$ cat config.mk
export PLATFORM = sky130hd
export DESIGN_NAME = apb_req_fifo_p
export DESIGN_NICKNAME = d
export VERILOG_FILES = /design/src/rtl/apb_req_fifo_p.sv
export SDC_FILE = /design/constraint.sdc
export NUM_CORES = 1
export LEC_CHECK = 0
export CORE_AREA = 2 2 265 267
export CTS_CLUSTER_DIAMETER = 200
export DETAILED_ROUTE_END_ITERATION = 8
export DIE_AREA = 0 0 267 269
export DONT_BUFFER_PORTS = 1
export PLACE_DENSITY_LB_ADDON = 0.2
export SLEW_MARGIN = 20
export SYNTH_ARGS = -nofsm -noshare
export SYNTH_HDL_FRONTEND = slang
export SYNTH_SLANG_ARGS = --single-unit
$ cat constraint.sdc
create_clock -name clk -period 15.69 [get_ports clk]
set_input_delay 2.3535 -clock clk [delete_from_list [all_inputs] [get_ports clk]]
set_output_delay 2.3535 -clock clk [all_outputs]
set_load 0.02 [all_outputs]
$ cat src/rtl/apb_req_fifo_p.sv
// Request FIFO between the APB slave port and the round-robin arbiter.
// Stores {write flag, address, write data} per entry; head is first-word-fall-through.
module apb_req_fifo_p #(
  parameter int unsigned ADDR_W    = 32,
  parameter int unsigned DATA_W    = 32,
  parameter int unsigned DEPTH     = 8,
  parameter int unsigned AFULL_LVL = 6,
  localparam int unsigned CNT_W    = $clog2(DEPTH + 1)
) (
  input  logic              clk,
  input  logic              reset,
  input  logic              push_in,
  input  logic              push_write_in,
  input  logic [ADDR_W-1:0] push_addr_in,
  input  logic [DATA_W-1:0] push_wdata_in,
  output logic              push_ack_o,
  output logic              full_o,
  output logic              almost_full_o,
  input  logic              pop_in,
  output logic              pop_valid_o,
  output logic              pop_write_o,
  output logic [ADDR_W-1:0] pop_addr_o,
  output logic [DATA_W-1:0] pop_wdata_o,
  output logic              empty_o,
  output logic [CNT_W-1:0]  count_o,
  output logic              overflow_o,
  output logic              underflow_o,
  input  logic              clr_err_in
);

  localparam int unsigned PTR_W = $clog2(DEPTH);

  logic              wr_mem   [DEPTH];
  logic [ADDR_W-1:0] addr_mem [DEPTH];
  logic [DATA_W-1:0] data_mem [DEPTH];

  logic [PTR_W-1:0] wr_ptr_q, rd_ptr_q;
  logic [CNT_W-1:0] count_q, count_d;
  logic             full_q, full_d;
  logic             empty_q, empty_d;
  logic             afull_q, afull_d;
  logic             ovf_q, ovf_d;
  logic             unf_q, unf_d;
  logic             push_acc, pop_acc;

  assign push_acc = push_in & ~full_q;
  assign pop_acc  = pop_in & ~empty_q;

  always_comb begin
    count_d = count_q;
    if (push_acc && !pop_acc) count_d = count_q + CNT_W'(1);
    else if (pop_acc && !push_acc) count_d = count_q - CNT_W'(1);

    full_d  = (count_d == CNT_W'(DEPTH));
    empty_d = (count_d == '0);
    afull_d = (count_d >= CNT_W'(AFULL_LVL));

    // A new error event takes priority over a clear in the same cycle.
    ovf_d = ovf_q;
    if (push_in && full_q) ovf_d = 1'b1;
    else if (clr_err_in) ovf_d = 1'b0;

    unf_d = unf_q;
    if (pop_in && empty_q) unf_d = 1'b1;
    else if (clr_err_in) unf_d = 1'b0;
  end

  always_ff @(posedge clk) begin
    if (!reset) begin
      wr_ptr_q <= '0;
      rd_ptr_q <= '0;
      count_q  <= '0;
      full_q   <= 1'b0;
      empty_q  <= 1'b1;
      afull_q  <= 1'b0;
      ovf_q    <= 1'b0;
      unf_q    <= 1'b0;
    end else begin
      if (push_acc) wr_ptr_q <= wr_ptr_q + PTR_W'(1);
      if (pop_acc)  rd_ptr_q <= rd_ptr_q + PTR_W'(1);
      count_q <= count_d;
      full_q  <= full_d;
      empty_q <= empty_d;
      afull_q <= afull_d;
      ovf_q   <= ovf_d;
      unf_q   <= unf_d;
    end
  end

  // Storage is intentionally left unreset; the head mux masks it while empty.
  always_ff @(posedge clk) begin
    if (reset && push_acc) begin
      wr_mem[wr_ptr_q]   <= push_write_in;
      addr_mem[wr_ptr_q] <= push_addr_in;
      data_mem[wr_ptr_q] <= push_wdata_in;
    end
  end

  assign push_ack_o    = push_acc;
  assign full_o        = full_q;
  assign empty_o       = empty_q;
  assign almost_full_o = afull_q;
  assign count_o       = count_q;
  assign overflow_o    = ovf_q;
  assign underflow_o   = unf_q;
  assign pop_valid_o   = ~empty_q;

  assign pop_write_o = ~empty_q & wr_mem[rd_ptr_q];
  assign pop_addr_o  = empty_q ? '0 : addr_mem[rd_ptr_q];
  assign pop_wdata_o = pop_write_o ? data_mem[rd_ptr_q] : '0;

endmodule

* Yosys cells after proc, flatten, opt, wreduce, memory -nomap -nowiden
Memory sizes are Yosys's and may differ from the RTL's. A register that Yosys moved wholly into a read port is not among the register bits.
Cells that the tools add are included.
** Word-level totals
- Output and inout port bits :: 76
- RAM bits :: 520
- Memories :: 3
- Register bits after elaboration :: 15
- Word-level logic and storage cells :: 47
- Input bits :: 70
** Operators by class
- Equality and inequality tests :: 1
- $add $sub $neg :: 4
- Muxes and demuxes :: 15
- Bitwise logic cells :: 5
- Reduce and logical (&&, ||, !) cells :: 10
- Magnitude comparators :: 1
** Memory list
- addr_mem :: depth 8, width 32, rd ports 1, clocked after Yosys merged registers in 1, wr ports 1, RTL line 34 : logic [ADDR_W-1:0] addr_mem [DEPTH];
- data_mem :: depth 8, width 32, rd ports 1, clocked after Yosys merged registers in 1, wr ports 1, RTL line 35 : logic [DATA_W-1:0] data_mem [DEPTH];
- wr_mem :: depth 8, width 1, rd ports 1, clocked after Yosys merged registers in 1, wr ports 1, RTL line 33 : logic wr_mem [DEPTH];
** Operators by type and width (count)
- 32-bit two-way mux :: 2
- 3-bit two-way mux :: 6
- 4-bit two-way mux :: 2
- 3-bit by 1-bit adder with 3-bit output (second input constant) :: 2
- 1-bit logical AND :: 5
- 1-bit two-way mux :: 5
- 4-bit by 1-bit adder with 4-bit output (second input constant) :: 1
- 4-bit equality test (second input constant) :: 1
- 4-bit by 3-bit greater-or-equal comparator with 1-bit output (second input constant) :: 1
- 4-bit zero test :: 1
- 2-bit nonzero test :: 2
- 4-bit by 1-bit subtractor with 4-bit output (second input constant) :: 1
- 1-bit AND :: 3
- 1-bit zero test :: 2
- 1-bit inverter :: 2

* Depth between registers and ports, before layout
- Word-level depth :: 7
- Depth in mapped cells :: 8
- Gate-level depth less buffers :: 7

* Worst setup path before layout
Ideal clock, no wire load.
- Path type :: input port to flip-flop
- Start point :: input push_in
- End point :: memory addr_mem[1][0] (enable)
- Arrival time :: 8.720 ns
- Stages on the path :: 3
- Path slack :: 6.322 ns
- Path buffers :: 1
- Setup time :: 0.648 ns
- Required time :: 15.042 ns
- Path through :: nand2b_1 -> buf_4 -> nor4_1
** On the way
- Cells in the longest elaborated chain, start to end :: 4
** Ends and longest elaborated chain
- start: declaration :: RTL line 12 : input logic push_in,
- 1-bit AND :: RTL line 46 : assign push_acc = push_in & ~full_q;
- 1-bit logical AND :: RTL line 92 : if (reset && push_acc) begin
- 1-bit two-way mux :: RTL line 92
- 1-bit two-way mux (not written as such) :: RTL line 94 : addr_mem[wr_ptr_q] <= push_addr_in;
- end: declaration :: RTL line 34
Every way passes these cells.

==> results.py <==
metrics = {
    "status": {
        "status": "finished clean",
    },
    "placed_design": {
        "port_buffers": 0,
        "dpl.hpwl_mm": 23.2,
        "post-place-ws_ns": 10.07,
        "place_congestion": 0.667,
    },
    "power": {
        "power_frac_seq_pct": 47.4,
        "switching_share_pct": 25.2,
        "comb_power_share_pct": 13.5,
        "power_density_nw_per_um2": 147,
        "power.internal_mw": 2.59,
        "irDropWorstVdd_mv": 0.0784,
        "netSwitchingPower_mw": 0.872,
        "cellLeakagePower_nw": 7.01,
        "clock_power_share_pct": 39.1,
    },
    "logic_synthesis": {
        "synth_area_leaders": "edfxtp_1, mux4_2, mux2i_1",
        "syn_avg_cell_area_um2": 22.3,
        "seq_area_frac_synth_pct": 77.8,
        "synth_top_cell_by_area": "edfxtp_1",
        "synth_top_area_share_pct": 76.1,
        "synth.cell_area_um2": 20500,
        "postSynthCellCount": 920,
        "synthFlopType": "edfxtp_1",
        "synth-edff-count": 520,
        "ys_types": 33,
        "synth_nets": 994,
        "yosys_warnings": 0,
        "synth-seq-cells": 538,
        "async_flop_share_pct": 0,
    },
    "setup_path": {
        "path_max_fanout": 68,
        "cp-end-kind": "output port",
        "endpoint": "pop_wdata_o[1]",
        "cp.arrival_ns": 3.65,
        "critical_path_required_ns": 13.34,
        "crit_top_cell": "buf_4",
        "critPathSlowestCell": "buf_4",
        "criticalPathCategory": "reg -> out",
        "slowest_delay_ns": 0.90,
        "worstSetupStartpointType": "register",
        "r2r_start": "full_o",
        "r2r_end": "data_mem[6][7]",
        "rrSetupSlack_ns": 12.66,
        "worstRegToRegCells": 6,
        "path_cells": "buf_4 > buf_4 > mux4_2 > mux2i_1 > nor2_1",
    },
    "cells_and_area": {
        "area_delta_synth_final_pct": 14.8,
        "final_cell_mix": "edfxtp_1, mux4_2, nor2_1",
        "final_layout_size_suffix_gt1_share_pct": 26.1,
        "diodes": 0,
        "final_common_cell": "edfxtp_1",
        "n_fill_cell": 6506,
        "final_nets": 1031,
    },
    "sta": {
        "fin_tns_setup_ns": 0,
        "final_max_slew_viol_count": 0,
        "post-route-period-util_pct": 38.3,
        "fin_crit_ns": 6.01,
        "grt_setup_unrepaired": "false",
        "fmax_mhz": 166,
        "finalWorstSetupSlack_ns": 9.68,
        "max_slew_margin_pct": 27.0,
        "fin_skew_ns": 0.0253,
        "worstMarginPinSlew_ns": 1.10,
        "finalHoldViolations": 0,
        "setup_viol_count_final": 0,
    },
    "floorplan": {
        "rows": 97,
        "die_area_um2": 71800,
        "die_height_um": 269,
        "die-width_um": 267,
        "pin_count": 146,
        "start_util_pct": 29.6,
        "core_um2": 69300,
    },
    "detailed_routing": {
        "vias_per_cell": 4.61,
        "wl_mm": 45.8,
        "drtIter0Drc": 623,
        "postRouteAntennaNets": 0,
        "drt-pass1-iter-count": 4,
        "num_vias": 8961,
        "post-route-drc-count": 0,
        "wl_per_cell_um": 23.6,
    },
    "cts": {
        "ctsHoldBuffers": 0,
        "path_clk_slew_ns": 0.06,
        "postCtsSetupBuffers": 0,
        "cts.sinks": 538,
        "cts_max_level": 2,
        "clockBufferDepth": 3,
        "post_cts_resized": 0,
        "clk_latency_ns": 0.61,
        "cts_made_buffers": 58,
        "cts_root_buf": "clkbuf_16",
        "cts_tree": "built",
    },
    "global_routing": {
        "antenna_found_initial": 0,
        "grt_max_degree": 69,
        "grt_usage_pct": 12.9,
        "grt_pass1_vias": 10100,
        "gr-total-overflow": 0,
        "grt_pass1_wl_mm": 67.3,
    },
    "min_path": {
        "hp-class": "reg -> reg",
    },
    "job": {
        "max-cap-violations": 0,
    },
}
==> stage by stage <==
stage | util [%] | cell area [um2] | power (mW) | instances | hold WS [ns]
global placement | 31.3 | 21700 | 2.15 | 1836 | 0.478
global route | 34.0 | 23600 | 3.61 | 1943 | 0.519
finish | 34.0 | 23600 | 3.46 | 1943 | 0.480
CTS | 34.0 | 23500 | 3.52 | 1942 | 0.473
detailed placement | 31.3 | 21700 | 2.15 | 1836 | 0.463
floorplan | - | 20500 | 2.06 | 920 | 0.453
==> kinds of logic after synthesis <==
kind of cell	after synthesis	share of synthesized area [%]
adder cells (fa/ha/maj)	4	0.244
buffers and inverters	54	1.47
XOR/XNOR	6	0.256
AND/OR/NAND/NOR	109	2.22
multiplexers	198	17.6
AO/OA/AOI/OAI	11	0.396
flip-flops	538	77.8
==> metal layers <==
metal	routed length, um	vias up	GRT usage, %
met1	19000	4848	15.6
met3	2620	61	3.63
li1	-	3877	-
met4	869	0	3.55
met2	23300	175	22.6
met5	0	-	0
==> state kept, by name, indices dropped and copies added, names as in the netlist, named ones only <==
| signal | flops |
|---|---|
| data_mem | 256 |
| wr_mem | 8 |
| rd_ptr_q | 3 |
| wr_ptr_q | 3 |
| count_o | 4 |
| full_o | 1 |
| overflow_o | 1 |
| empty_o | 1 |
| addr_mem | 256 |
| almost_full_o | 1 |
| underflow_o | 1 |
==> synthesized netlist by cell type (4+ instances only) <==
cell type / instances
inv_1: 7
ha_1: 4
nor3_1: 5
buf_1: 15
mux2i_1: 67
buf_4: 15
buf_6: 4
dfxtp_1: 18
clkbuf_1: 6
mux4_2: 130
buf_2: 6
nand2_1: 11
nor2_1: 79
edfxtp_1: 520
==> power groups by stage <==
stage	registers [mW]	logic [mW]	clock network [mW]
floorplan	1.66	0.398	0
global placement	1.68	0.467	0
detailed placement	1.69	0.467	0
CTS	1.66	0.468	1.39
global route	1.64	0.513	1.45
finish	1.64	0.466	1.35
==> cell type report <==
cell class,count,area [um2],share of cell area (%)
clock inverter,39,332,1.41
clock buffer,67,1550,6.57
timing repair buffer,23,193,0.817
sequential,538,16000,67.8
inverter,8,35.0,0.149
multi-input combinational,328,4300,18.2
tap,940,1180,4.99
==> worst min-delay path by stage <==
stage	startpoint	end	slack, ns	cells past startpoint
finish	rd_ptr_q[1]	register	0.48	2
global route	rd_ptr_q[1]	register	0.52	2
CTS	rd_ptr_q[1]	register	0.47	2
detailed placement	rd_ptr_q[1]	register	0.46	2
global placement	rd_ptr_q[1]	register	0.48	2
floorplan	rd_ptr_q[1]	register	0.45	2
==> critical path: cells and delay by family (launching register included) <==
family,cells,cell delay (ns)
buffers and inverters,2,1.71
flip-flops,1,0.34
multiplexers,2,0.50
AND/OR/NAND/NOR,1,0.41
Note: power is estimated with default switching activity, not from simulation.
